--- src/rtl/transition_encoder_tx.sv ---
// rtl/transition_encoder_tx.sv - transition-based serial line encoder with optional bit stuffing
//
// Purpose:
//   Serialises WIDTH-bit words onto a single line using transition coding:
//   a 1 toggles the line, a 0 holds it.
//
//   The line level is kept across idle periods, so each new word is encoded
//   relative to wherever the line was left.
//
//   Defining TRANSITION_STUFF_EN inserts a forced toggle (stuff cycle) after
//   five consecutive 0 bits. This bounds the time between edges on the line.
//
// Parameters:
//   WIDTH      data bits per word (2..16)
//   LSB_FIRST  0 = MSB sent first, 1 = LSB sent first
//
// Ports:
//   Clk        clock, rising edge
//   Clr        asynchronous active-high reset
//   Din        word to encode
//   Din_valid  Din holds a valid word
//   Din_ready  word accepted this cycle when high together with Din_valid
//   Line       registered encoded line
//   Busy       high whenever the FSM is not idle
//   Stuff      high while Line shows a stuffed toggle (0 without TRANSITION_STUFF_EN)

module transition_encoder_tx #(
  parameter int WIDTH     = 8,
  parameter bit LSB_FIRST = 1'b0
) (
  input  logic             Clk,
  input  logic             Clr,
  input  logic [WIDTH-1:0] Din,
  input  logic             Din_valid,
  output logic             Din_ready,
  output logic             Line,
  output logic             Busy,
  output logic             Stuff
);

  localparam int CW = $clog2(WIDTH + 1);
  localparam logic [CW-1:0] CNT_FULL = CW'(WIDTH);
  localparam logic [CW-1:0] CNT_ONE  = CW'(1);

`ifdef TRANSITION_STUFF_EN
  typedef enum logic [1:0] {IDLE = 2'd0, SEND = 2'd1, STUFF = 2'd2} state_t;
`else
  typedef enum logic [1:0] {IDLE = 2'd0, SEND = 2'd1} state_t;
`endif

  state_t           state, state_nxt;
  logic [WIDTH-1:0] shreg, shreg_nxt;
  logic [CW-1:0]    bit_cnt, bit_cnt_nxt;
  logic             line_nxt;
  logic             cur_bit;
  logic [WIDTH-1:0] shreg_shift;

  // Bit about to be emitted and the register after it is consumed
  assign cur_bit     = LSB_FIRST ? shreg[0] : shreg[WIDTH-1];
  assign shreg_shift = LSB_FIRST ? {1'b0, shreg[WIDTH-1:1]} : {shreg[WIDTH-2:0], 1'b0};

  assign Busy      = (state != IDLE);
  assign Din_ready = (state == IDLE) && !Clr;

`ifdef TRANSITION_STUFF_EN
  logic [2:0] run_cnt, run_cnt_nxt;
  logic       stuff_nxt;

  always_ff @(posedge Clk or posedge Clr) begin
    if (Clr) begin
      state   <= IDLE;
      shreg   <= '0;
      bit_cnt <= '0;
      Line    <= 1'b0;
      run_cnt <= 3'd0;
      Stuff   <= 1'b0;
    end else begin
      state   <= state_nxt;
      shreg   <= shreg_nxt;
      bit_cnt <= bit_cnt_nxt;
      Line    <= line_nxt;
      run_cnt <= run_cnt_nxt;
      Stuff   <= stuff_nxt;
    end
  end

  always_comb begin
    state_nxt   = state;
    shreg_nxt   = shreg;
    bit_cnt_nxt = bit_cnt;
    line_nxt    = Line;
    run_cnt_nxt = run_cnt;
    stuff_nxt   = 1'b0;
    case (state)
      IDLE: begin
        run_cnt_nxt = 3'd0;
        if (Din_valid) begin
          shreg_nxt   = Din;
          bit_cnt_nxt = CNT_FULL;
          state_nxt   = SEND;
        end
      end
      SEND: begin
        line_nxt    = Line ^ cur_bit;
        shreg_nxt   = shreg_shift;
        bit_cnt_nxt = bit_cnt - CNT_ONE;
        run_cnt_nxt = cur_bit ? 3'd0 : run_cnt + 3'd1;
        // The fifth zero in a row forces a stuff cycle, even after the last bit
        if (!cur_bit && run_cnt == 3'd4) begin
          state_nxt = STUFF;
        end else if (bit_cnt == CNT_ONE) begin
          state_nxt   = IDLE;
          run_cnt_nxt = 3'd0;
        end
      end
      STUFF: begin
        line_nxt    = ~Line;
        stuff_nxt   = 1'b1;
        run_cnt_nxt = 3'd0;
        state_nxt   = (bit_cnt == '0) ? IDLE : SEND;
      end
      default: state_nxt = IDLE;
    endcase
  end
`else
  assign Stuff = 1'b0;

  always_ff @(posedge Clk or posedge Clr) begin
    if (Clr) begin
      state   <= IDLE;
      shreg   <= '0;
      bit_cnt <= '0;
      Line    <= 1'b0;
    end else begin
      state   <= state_nxt;
      shreg   <= shreg_nxt;
      bit_cnt <= bit_cnt_nxt;
      Line    <= line_nxt;
    end
  end

  always_comb begin
    state_nxt   = state;
    shreg_nxt   = shreg;
    bit_cnt_nxt = bit_cnt;
    line_nxt    = Line;
    case (state)
      IDLE: begin
        if (Din_valid) begin
          shreg_nxt   = Din;
          bit_cnt_nxt = CNT_FULL;
          state_nxt   = SEND;
        end
      end
      SEND: begin
        line_nxt    = Line ^ cur_bit;
        shreg_nxt   = shreg_shift;
        bit_cnt_nxt = bit_cnt - CNT_ONE;
        if (bit_cnt == CNT_ONE) state_nxt = IDLE;
      end
      default: state_nxt = IDLE;
    endcase
  end
`endif

endmodule

--- config.mk ---
export PLATFORM = sky130hd
export DESIGN_NAME = transition_encoder_tx
export DESIGN_NICKNAME = d
export VERILOG_FILES = /design/src/rtl/transition_encoder_tx.sv
export SDC_FILE = /design/constraint.sdc
export NUM_CORES = 1
export LEC_CHECK = 0
export BUFFER_PORTS_ARGS = -buffer_cell sky130_fd_sc_hd__buf_2
export CELL_PAD_IN_SITES_DETAIL_PLACEMENT = 0
export CELL_PAD_IN_SITES_GLOBAL_PLACEMENT = 1
export CORE_UTILIZATION = 35
export CTS_CLUSTER_DIAMETER = 150
export DETAILED_ROUTE_END_ITERATION = 8
export GPL_ROUTABILITY_DRIVEN = 0
export PLACE_DENSITY_LB_ADDON = 0.1
export SETUP_SLACK_MARGIN = 0.05
export SLEW_MARGIN = 0
export SYNTH_ARGS = -nofsm -noshare
export SYNTH_HDL_FRONTEND = slang
export SYNTH_SLANG_ARGS = --single-unit
--- constraint.sdc ---
create_clock -name Clk -period 1.3 [get_ports Clk]
set_clock_uncertainty 0.1 [all_clocks]
set_input_delay 0.26 -clock Clk [delete_from_list [all_inputs] [get_ports Clk]]
set_output_delay 0.26 -clock Clk [all_outputs]
set_load 0.1 [all_outputs]
After elaboration in Yosys (flattened, before gate mapping). Cells that the tools add are included.

Flip-flop bits (word level): 15. Input port bits: 11. Output and inout bits: 4. Logic and storage cells: 24.

Add/subtract/negate cells: 1. Equality and inequality tests: 4. Mux-type cells: 7. Bitwise gates (word level): 1. Reductions and logical operators: 7.

Operators by type and width (count): $pmux 8 s2 (1); $mux 8 (1); $pmux 4 s2 (1); $eq 4x1->1 const B (1); $mux 2 (2); $mux 4 (1); $ne 2x2->1 const B (2); $pmux 2 s2 (1); $reduce_and 2->1 (2); $reduce_bool 2->1 (2); $sub 4x1->4 const B (1); $eq 2x1->1 const B (1); $logic_not 2->1 (1); $logic_and 1x1->1 (1); $logic_not 1->1 (1); $xor 1x1->1 (1).

Depth between registers and ports, before layout. Gate-level depths: netlist (run 1).

Depth after elaboration: 3. Gate-level depth with buffers: 4. Gate-level depth less buffers: 4.

Least setup slack after synthesis (run 1). OpenSTA, ideal clock, no wires.

Path type: register -> output. From: register state[0]. To: output port Din_ready. Arrival: 2.474 ns. Required time: 0.940 ns. Setup slack: -1.534 ns. Cell stages (with the launch flop): 4. Buffers on the path: 2. Cell sequence: dfrtp_1 clkbuf_1 buf_2 nor2_1.

Cells in the longest elaborated chain, start to end: 2.

RTL lines: from (decl) (RTL line 51) `state_t state, state_nxt;`; from (signal assigned) (RTL line 135) `state <= state_nxt;`; $logic_not 2->1 (RTL line 63) `assign Din_ready = (state == IDLE) && !Clr;`; $logic_and 1x1->1 (RTL line 63); to (decl) (RTL line 35) `output logic Din_ready,`.

Every way passes these cells.

Final worst setup path (run 1). Same ends and word-level chain as after synthesis.

==> flow_metrics.py, run 1 <==
metrics = {
    "run_status": {
        "status": "complete, but fails checks",
        "violations": "setup timing",
    },
    "timing": {
        "fmax_ghz": 0.6903,
        "setup_slack_ps": -148.7,
        "finalHoldViolations": 0,
        "setup_viol": 2,
        "post-route-period-util_pct": 111.4,
        "slew_viol_final": 0,
        "rsz0062_at_grt": "true",
        "fin_crit_ps": 1449,
    },
    "yosys": {
        "synthMuxAreaShare_pct": 11.83,
        "syn_nets": 78,
        "synth_edf_count": 0,
        "synthCells": 65,
        "synthTopCellsByCount": "dfrtp_1, mux2i_1, nand2_1",
        "synthXorXnorAreaFrac_pct": 2.588,
        "post_synth_num_cell_types": 22,
        "synth-compound-area-share_pct": 11.46,
        "synth_area_um2": 676.9,
        "synth_top_area_cell": "dfrtp_1",
        "async_flop_share_pct": 100.0,
        "synthAdderAreaFrac_pct": 3.697,
        "yosysMostFrequentCell": "dfrtp_1",
        "synthSimpleGateAreaFrac_pct": 12.01,
        "avgSynthCellArea_um2": 10.41,
        "synth_top_family_by_area": "simple AND/OR/NAND/NOR gates",
        "ys_warn_count": 0,
        "synth_top_area_share_pct": 51.76,
        "yosys_most_used_dff": "dfrtp_1",
        "ys_ff_latch": 14,
        "seq_area_frac_synth_pct": 51.76,
        "netlist_top_cells_area": "dfrtp_1, mux2i_1, o21ai_1, nand2_1, ha_1",
    },
    "critical_path": {
        "rrSetupSlack_ps": 80,
        "cp_data_required_time_ps": 940,
        "slowest_stage": "dfrtp_4",
        "crit_path_start_kind": "flop",
        "path_max_fanout": 4,
        "cpPeakStageDelay_ps": 520,
        "crit_type": "reg2out",
        "crit_chain": "nor2_4 > buf_12",
        "crit_arrival_ps": 1090,
        "worst_r2r_startpoint": "bit_cnt[0]$_DFFE_PP0P_",
        "r2r_cells": 2,
        "cp-end-kind": "output pin",
        "r2r_end": "bit_cnt[3]$_DFFE_PP0P_",
    },
    "clock_network": {
        "clock_latency_ps": 270,
        "clock_path_buffers": 2,
        "clock-sinks": 14,
        "cts_tree": "yes",
        "cts_made_buffers": 3,
        "path_clk_slew_ps": 80,
        "root_buffer": "clkbuf_4",
        "htreeDepth": 1,
    },
    "placed_design": {
        "portBuffers": 13,
        "dp_hpwl_um": 874.9,
        "placed_area_um2": 842.1,
    },
    "global_route": {
        "grt_pass1_vias": 499,
        "grt_use_total_pct": 14.53,
        "antenna_found_initial": 0,
        "gr-total-overflow": 0,
        "grt_pass1_wl_um": 2152,
        "grt_max_degree": 15,
    },
    "die": {
        "num_rows": 15,
        "dieArea_mm2": 0.002114,
        "boundaryPins": 15,
        "core_area_mm2": 0.001764,
        "dieHeight_um": 45.98,
        "start_util_pct": 38.37,
        "die-width_um": 45.98,
    },
    "layout": {
        "antenna_cells": 0,
        "layout.nets": 100,
        "fin_area_um2": 902.1,
        "multi_input_area_um2": 297.8,
        "syn2layout_area_growth_pct": 33.27,
        "seqCellArea_um2": 355.3,
        "fillerInstances": 187,
        "drive_gt1_share_pct": 34.12,
    },
    "min_path": {
        "hp-class": "in2reg",
        "hold_path_depth": 3,
        "min-delay-start": "Din[0]",
        "min_to": "shreg[0]$_DFFE_PP0P_",
    },
    "flow_run": {
        "cap_violations": 0,
    },
    "pwr": {
        "swShare_pct": 42.19,
        "powerDensity_mw_per_mm2": 2438,
        "pwr-share-clk_pct": 10.9,
        "intPower_mw": 1.271,
        "total_power_mw": 2.199,
        "power_frac_seq_pct": 35.0,
        "p_switching_mw": 0.9280,
        "ir_drop_mv": 0.8970,
        "p_leak_nw": 0.4436,
        "pwr-share-comb_pct": 54.0,
    },
    "detailed_routing": {
        "via_count": 502,
        "wl_um": 1202,
        "drc": 0,
        "ant_nets": 0,
        "wire_per_inst_um": 10.93,
        "vias_per_cell": 4.564,
        "first_iter_violations": 8,
        "drt_pre_antenna_iters": 3,
    },
}
## power by group through the flow
stage                     Clock (mW)  Combinational [mW]  Sequential, mW
after global placement             0                1.11           0.786
final                          0.241                1.19           0.770
after floorplan                    0               0.625           0.973
after detailed placement           0                1.11           0.788
after CTS                      0.256                1.17           0.771
after global routing           0.265                1.31           0.799
## per-stage QoR
stage	utilization (%)	instances	setup WS [ps]	hold WS, ps	setup TNS, ps
after CTS	50.43	109	-158.1	129.3	-201.8
final	51.13	110	-148.7	131.7	-180.6
after global routing	51.13	110	-178.8	175.1	-236.8
after floorplan	-	65	-470.6	49.17	-541.5
after global placement	47.73	103	52.63	114.8	0
after detailed placement	47.73	103	42.43	109.6	0
## sequential cells by signal, indices dropped and copies added, names as in the netlist
| register | flops |
|---|---|
| bit_cnt | 4 |
| shreg | 8 |
| Line | 1 |
| state | 1 |
## placed cells by master, fill, tap and decap left out
cell / count
mux2i_1: 8
inv_1: 4
a31oi_1: 1
dfrtp_1: 12
a21o_1: 2
nand2_1: 8
buf_4: 8
nor2_1: 2
buf_12: 3
nor3b_2: 2
dlygate4sd3_1: 1
clkbuf_4: 3
buf_2: 10
o21ai_1: 7
ha_1: 2
dfrtp_2: 1
a21oi_1: 1
or4_1: 1
conb_1: 1
o31ai_1: 1
nor2_4: 1
xor2_1: 1
dfrtp_4: 1
a22o_1: 1
nor3_1: 1
xnor2_1: 1
nor3b_1: 1
## routing by layer
layer	vias to the layer above	global-route usage, %	share of wire, %
met4	0	8.824	0.83
met5	-	0	0
li1	257	-	-
met2	8	20.56	50
met3	2	2.778	3.8
met1	235	20.20	45
## cell type report
type | instances | share of cell area, %
tap | 25 | 3.467
sequential | 14 | 39.39
inverter | 4 | 1.664
clock buffer | 3 | 2.497
multi-input combinational | 42 | 33.01
timing repair buffer | 22 | 19.97
## cells by family (layout without fill, tap and decap cells)
family,Yosys count,count (layout)
AO/OA/AOI/OAI,13,13
XOR/XNOR,2,2
adder cells (fa/ha/maj),2,2
buffers and inverters,9,29
flip-flops,14,14
multiplexers,8,8
other,1,1
AND/OR/NAND/NOR,16,16
## how the worst max path moves through the flow
| stage | start | end | slack (ps) |
|---|---|---|---|
| final | state[0]$_DFFE_PP0P_ | Din_ready | -150 |
| after global placement | bit_cnt[0]$_DFFE_PP0P_ | bit_cnt[3]$_DFFE_PP0P_ | 50 |
| after detailed placement | bit_cnt[0]$_DFFE_PP0P_ | bit_cnt[3]$_DFFE_PP0P_ | 40 |
| after CTS | state[0]$_DFFE_PP0P_ | Din_ready | -160 |
| after global routing | state[0]$_DFFE_PP0P_ | Din_ready | -180 |
| after floorplan | state[0]$_DFFE_PP0P_ | Din_ready | -470 |
## worst max-delay path: cells and delay by family, from the launching register on
kind / cells / cell delay [ps]
flip-flops: 1 / 520
buffers and inverters: 1 / 180
AND/OR/NAND/NOR: 1 / 120
## repair_timing
action | CTS | global route
cloned | 0 | 0
endpoints found under the setup margin | 4 | 6
hold buffers | 1 | 0
setup buffers | 2 | 1
gates resized for setup | 0 | 1
hold endpoints to repair | 4 | 0
pin swaps | 1 | 0
Power figures use the tool's default switching activity.
==> run 2, diff against run 1 <==
--- a/config.mk
+++ b/config.mk
@@ -5,13 +5,14 @@
 export SDC_FILE = /design/constraint.sdc
 export NUM_CORES = 1
 export LEC_CHECK = 0
+export ABC_AREA = 1
 export BUFFER_PORTS_ARGS = -buffer_cell sky130_fd_sc_hd__buf_2
 export CELL_PAD_IN_SITES_DETAIL_PLACEMENT = 0
 export CELL_PAD_IN_SITES_GLOBAL_PLACEMENT = 1
-export CORE_UTILIZATION = 35
+export CORE_UTILIZATION = 33
 export CTS_CLUSTER_DIAMETER = 150
 export DETAILED_ROUTE_END_ITERATION = 8
-export GPL_ROUTABILITY_DRIVEN = 0
+export GPL_ROUTABILITY_DRIVEN = 1
 export PLACE_DENSITY_LB_ADDON = 0.1
 export SETUP_SLACK_MARGIN = 0.05
 export SLEW_MARGIN = 0
==> run 2 against run 1 <==
  * The run still ends with setup timing left
  * Synthesized cell count is 26% higher
  * Clock-buffer cell count increased by 1
  * Critical path type unchanged
  * Highest routed layer unchanged
  * Combinational power down 17%
  * Critical endpoint is now Busy
  * Sequential share of layout area shrank 1.6 points
  * Die area is 3.0% higher
==> flow_metrics.py, run 2 <==
metrics = {
    "timing": {
        "hold_ws_ps": 81.79,
        "slew_viol_final": 0,
        "fin_crit_ps": 1425,
        "fmax_ghz": 0.7015,
        "finalHoldViolations": 0,
        "setup_tns_ps": -250.7,
        "post-route-period-util_pct": 109.6,
        "setup_slack_ps": -125.4,
        "setup_viol": 2,
        "rsz0062_at_grt": "true",
    },
    "yosys": {
        "synth-compound-area-share_pct": 5.323,
        "ys_ff_latch": 14,
        "syn_nets": 95,
        "synthSimpleGateAreaFrac_pct": 27.76,
        "yosysMostFrequentCell": "nand2_1",
        "ys_warn_count": 0,
        "synth_top_area_share_pct": 53.23,
        "yosys_most_used_dff": "dfrtp_1",
        "synth_top_family_by_area": "simple AND/OR/NAND/NOR gates",
        "synthMuxAreaShare_pct": 0,
        "synthCells": 82,
        "async_flop_share_pct": 100.0,
        "seq_area_frac_synth_pct": 53.23,
        "avgSynthCellArea_um2": 8.026,
        "post_synth_num_cell_types": 15,
        "synth_area_um2": 658.1,
        "synthAdderAreaFrac_pct": 3.802,
        "synth_edf_count": 0,
        "synthXorXnorAreaFrac_pct": 1.331,
        "synthTopCellsByCount": "nand2_1, dfrtp_1, inv_1, nor2_1, nand3_1",
        "synth_top_area_cell": "dfrtp_1",
        "netlist_top_cells_area": "dfrtp_1, nand2_1, inv_1, nor2_1, nand3_1",
    },
    "die": {
        "boundaryPins": 15,
        "die-width_um": 46.66,
        "dieHeight_um": 46.66,
        "core_area_mm2": 0.001802,
        "start_util_pct": 36.53,
        "dieArea_mm2": 0.002177,
        "num_rows": 15,
    },
    "layout": {
        "antenna_cells": 0,
        "top_register": "shreg",
        "fin_area_um2": 939.7,
        "reg.largest.list": "shreg (8), bit_cnt (4)",
        "largest_reg_flops": 8,
        "layout.nets": 122,
        "syn2layout_area_growth_pct": 42.78,
        "drive_gt1_share_pct": 33.33,
        "final_common_cell": "nand2_1",
        "final_cell_mix": "nand2_1, dfrtp_1, buf_2",
    },
    "clock_network": {
        "clock-sinks": 14,
        "htreeDepth": 1,
        "cts_made_buffers": 3,
        "clock_path_buffers": 2,
        "path_clk_slew_ps": 90,
        "root_buffer": "clkbuf_4",
        "cts_tree": "yes",
        "clock_latency_ps": 270,
    },
    "global_route": {
        "antenna_found_initial": 0,
        "grt_pass1_wl_um": 2104,
        "grt_max_degree": 10,
        "gr-usage-met1_pct": 18.55,
        "grt_pass1_vias": 516,
        "use_met3_pct": 2.353,
        "gr-total-overflow": 0,
        "met2_usage_pct": 21.39,
        "grt.busiest_layer": "met2",
        "grt_use_total_pct": 14.11,
    },
    "critical_path": {
        "crit_arrival_ps": 1070,
        "crit_type": "reg2out",
        "crit_path_start_kind": "flop",
        "cp-end-kind": "output pin",
        "cp_top_family": "flip-flops",
        "crit_chain": "buf_6 > buf_12",
        "path_buf_inv": 2,
        "cp_data_required_time_ps": 940,
        "path_max_fanout": 3,
        "cpPeakStageDelay_ps": 510,
        "slowest_stage": "dfrtp_4",
    },
    "pwr": {
        "powerDensity_mw_per_mm2": 2137,
        "p_leak_nw": 0.4877,
        "ir_drop_mv": 0.8510,
        "total_power_mw": 2.008,
    },
    "detailed_routing": {
        "wl_um": 1236,
        "first_iter_violations": 5,
        "drc": 0,
        "ant_nets": 0,
        "wire_per_inst_um": 9.293,
        "via_count": 565,
        "vias_per_cell": 4.248,
        "drt_pre_antenna_iters": 4,
    },
    "run_status": {
        "status": "complete, but fails checks",
        "violations": "setup timing",
    },
    "placed_design": {
        "dp_slack_ps": 68.95,
        "placed_area_um2": 849.6,
        "gp_congestion": 0.7087,
        "dp_hpwl_um": 964.4,
        "portBuffers": 13,
    },
    "flow_run": {
        "cap_violations": 0,
    },
    "min_path": {
        "hp-class": "in2reg",
    },
}
run 2: changes by cell type after synthesis, moves of 3 or more:
cell,previous run,this run
nand2_1,8,29
mux2i_1,8,0
inv_1,4,10
o21ai_1,7,0
buf_2,3,0
nand3_1,0,6
nor2_1,3,10
run 2: kinds of logic after synthesis:
family                     after synthesis
and+or+nand+nor                         46
adders and majority gates                2
other                                    1
buffers and inverters                   12
xor gates and xnor gates                 1
DFF                                     14
AOI/OAI and AO/OA                        6
run 2: report_power, final:
group / internal [mW] / switching, mW / total (mW)
combinational: 0.398 / 0.584 / 0.982
sequential: 0.608 / 0.113 / 0.721
clock: 0.170 / 0.136 / 0.306
total: 1.18 / 0.833 / 2.01
run 2: path summary, 6_finish.rpt:
kind / startpoint / to / slack, ps / cells after the start
setup / recovery: state[0]$_DFFE_PP0P_ / Busy / -130 / 2
hold / removal: Din[6] / shreg[6]$_DFFE_PP0P_ / 80 / 3
setup reg to reg: state[0]$_DFFE_PP0P_ / shreg[1]$_DFFE_PP0P_ / 40 / 5
hold reg to reg: shreg[3]$_DFFE_PP0P_ / shreg[4]$_DFFE_PP0P_ / 400 / 2
max in group asynchronous: Clr / state[0]$_DFFE_PP0P_ / 490 / 4
min in group asynchronous: Clr / Line$_DFFE_PP0P_ / 450 / 4
run 2: tightest hold or removal path, stage by stage:
cell and delay [ps]:
buf_2 70, nand2_1 40, nand3_1 50
run 2: per-layer routing:
metal  vias up  share of wire [%]
met1       242                 50
met4         0                1.4
li1        306                  -
met2        13                 45
met5         -                  0
met3         4                3.8
run 2: metrics by stage:
stage	cells	util, %
after floorplan	82	-
after global placement	125	47.15
after detailed placement	125	47.15
after CTS	132	51.18
after global routing	133	52.15
final	133	52.15
run 2: what timing repair did:
action                                  4_1_cts  5_1_grt
pin swaps                                     2        1
hold buffers                                  1        0
endpoints found under the setup margin        2       17
hold endpoints to repair                     14        0
setup buffers                                 2        1
gates resized for setup                       4        5
run 2: cell type report:
| cell class | instances | area, µm² |
|---|---|---|
| Fill cell | 193 | 862.1 |
| Timing Repair Buffer | 24 | 202.7 |
| Multi-Input combinational cell | 56 | 276.5 |
| Sequential cell | 14 | 355.3 |
| Clock buffer | 4 | 36.28 |
| Tap cell | 25 | 31.28 |
| Inverter | 10 | 37.54 |
==> run 3, diff against run 2 <==
--- a/config.mk
+++ b/config.mk
@@ -5,16 +5,17 @@
 export SDC_FILE = /design/constraint.sdc
 export NUM_CORES = 1
 export LEC_CHECK = 0
-export ABC_AREA = 1
+export ABC_AREA = 0
 export BUFFER_PORTS_ARGS = -buffer_cell sky130_fd_sc_hd__buf_2
 export CELL_PAD_IN_SITES_DETAIL_PLACEMENT = 0
 export CELL_PAD_IN_SITES_GLOBAL_PLACEMENT = 1
-export CORE_UTILIZATION = 33
+export CORE_UTILIZATION = 35
 export CTS_CLUSTER_DIAMETER = 150
 export DETAILED_ROUTE_END_ITERATION = 8
 export GPL_ROUTABILITY_DRIVEN = 1
 export PLACE_DENSITY_LB_ADDON = 0.1
 export SETUP_SLACK_MARGIN = 0.05
+export SKIP_CTS_REPAIR_TIMING = 1
 export SLEW_MARGIN = 0
 export SYNTH_ARGS = -nofsm -noshare
 export SYNTH_HDL_FRONTEND = slang
==> run 3 against run 2 <==
  * The run still ends with setup timing left
  * Utilization is 1.2 points lower
  * Maximum frequency is 1.6% lower
  * Largest cell class unchanged
  * Setup slack worse by 23 ps
  * Power is 8.8% higher
  * Register-to-register slack better by 50 ps
  * Non-clock buffer count is 3 lower
  * Critical path depth stayed put
  * Combinational power is 19% higher
==> flow_metrics.py, run 3 (synthesis gave the netlist of run 1 again) <==
metrics = {
    "global_route": {
        "grt_max_degree": 15,
        "grt_use_total_pct": 14.29,
        "grt_pass1_wl_um": 2111,
        "grt_pass1_vias": 482,
        "gr-total-overflow": 0,
        "antenna_found_initial": 0,
    },
    "clock_network": {
        "cts_tree": "yes",
        "cts_made_buffers": 3,
        "htreeDepth": 1,
        "clock_path_buffers": 2,
        "path_clk_slew_ps": 80,
        "clock_latency_ps": 270,
        "root_buffer": "clkbuf_4",
        "clock-sinks": 14,
    },
    "detailed_routing": {
        "wire_per_inst_um": 11.08,
        "wl_um": 1208,
        "first_iter_violations": 8,
        "ant_nets": 0,
        "drc": 0,
        "via_count": 507,
        "drt_pre_antenna_iters": 3,
        "vias_per_cell": 4.651,
    },
    "timing": {
        "rsz0062_at_grt": "true",
        "slew_viol_final": 0,
        "fin_crit_ps": 1449,
        "fmax_ghz": 0.6902,
        "post-route-period-util_pct": 111.4,
        "setup_slack_ps": -148.8,
        "setup_viol": 2,
        "setup_tns_ps": -180.9,
        "finalHoldViolations": 0,
    },
    "die": {
        "start_util_pct": 38.37,
        "dieArea_mm2": 0.002114,
        "core_area_mm2": 0.001764,
        "boundaryPins": 15,
        "dieHeight_um": 45.98,
        "die-width_um": 45.98,
        "num_rows": 15,
    },
    "layout": {
        "top_register": "shreg",
        "reg.largest.list": "shreg (8), bit_cnt (4)",
        "fin_area_um2": 899.6,
        "multi_input_area_um2": 302.8,
        "layout.nets": 99,
        "largest_reg_flops": 8,
        "drive_gt1_share_pct": 34.52,
        "fillerInstances": 187,
        "final_common_cell": "dfrtp_1",
        "seqCellArea_um2": 355.3,
        "antenna_cells": 0,
        "syn2layout_area_growth_pct": 32.90,
        "final_cell_mix": "dfrtp_1, buf_2, mux2i_1, nand2_1",
    },
    "pwr": {
        "ir_drop_mv": 0.9017,
        "swShare_pct": 42.61,
        "intPower_mw": 1.254,
        "pwr-share-clk_pct": 11.0,
        "pwr-share-comb_pct": 53.4,
        "p_switching_mw": 0.9312,
        "total_power_mw": 2.186,
        "power_frac_seq_pct": 35.6,
        "p_leak_nw": 0.4391,
        "powerDensity_mw_per_mm2": 2429,
    },
    "critical_path": {
        "crit_path_start_kind": "flop",
        "crit_type": "reg2out",
        "slowest_stage": "dfrtp_4",
        "cpPeakStageDelay_ps": 520,
        "path_max_fanout": 4,
        "r2r_cells": 2,
        "crit_arrival_ps": 1090,
        "cp-end-kind": "output pin",
        "cp_data_required_time_ps": 940,
        "crit_chain": "nor2_4 > buf_12",
    },
    "run_status": {
        "violations": "setup timing",
        "status": "complete, but fails checks",
    },
    "flow_run": {
        "cap_violations": 0,
    },
    "placed_design": {
        "dp_hpwl_um": 874.9,
        "placed_area_um2": 842.1,
        "dp_slack_ps": 42.43,
        "gp_congestion": 0.6530,
        "portBuffers": 13,
    },
    "min_path": {
        "hp-class": "in2reg",
        "hold_path_depth": 3,
    },
}
==> run 3: cell count changes in the layout (fill, tap and decap cells not counted), moves of 2 or more <==
| cell | delta |
|---|---|
| nand2_1 | -20 |
| o21ai_1 | +7 |
| inv_2 | -2 |
| nand3_1 | -6 |
| nor2_1 | -6 |
| nor3b_2 | +2 |
| a21o_1 | +2 |
| inv_1 | -4 |
| buf_6 | -2 |
| mux2i_1 | +8 |
==> run 3: stage by stage <==
step | hold WS [ps] | cells | util [%]
2_1_floorplan | 49.17 | 65 | -
6_report | 132.0 | 109 | 50.99
3_5_place_dp | 109.6 | 103 | 47.73
4_1_cts | -198.3 | 106 | 49.01
3_3_place_gp | 114.8 | 103 | 47.73
5_1_grt | 175.1 | 109 | 50.99
==> run 3: layout make-up <==
| type | instances | share of cell area (%) |
|---|---|---|
| repair buffers | 21 | 19.19 |
| flip-flops and latches | 14 | 39.50 |
| clock buffers | 3 | 2.503 |
| multi-input cells | 42 | 33.66 |
| inverters | 4 | 1.669 |
| well taps | 25 | 3.477 |
==> run 3: path summary, 6_finish.rpt <==
path,startpoint,endpoint,slack (ps)
worst min register to register,shreg[6]$_DFFE_PP0P_,shreg[7]$_DFFE_PP0P_,390
worst min-delay path,Din[0],shreg[0]$_DFFE_PP0P_,130
min in group asynchronous,Clr,bit_cnt[3]$_DFFE_PP0P_,360
worst max register to register,bit_cnt[0]$_DFFE_PP0P_,bit_cnt[3]$_DFFE_PP0P_,90
worst max-delay path,state[0]$_DFFE_PP0P_,Din_ready,-150
max in group asynchronous,Clr,state[0]$_DFFE_PP0P_,390
==> run 3: power groups by stage <==
stage               Combinational, mW  Clock (mW)  Sequential [mW]
floorplan                       0.625           0            0.973
global placement                 1.11           0            0.786
detailed placement               1.11           0            0.788
CTS                              1.12       0.256            0.779
global route                     1.28       0.265            0.804
finish                           1.17       0.240            0.778
==> run 3: layer usage <==
metal | routed length, µm | track usage [%]
met2 | 601 | 20.00
met1 | 549 | 19.95
met5 | 0 | 0
met4 | 10 | 8.824
met3 | 46 | 2.778
==> run 3: worst max-delay path, delay by kind of cell, from the launching register on <==
family	cells	cell delay, ps
flops	1	520
buf+inv	1	180
simple gates	1	120
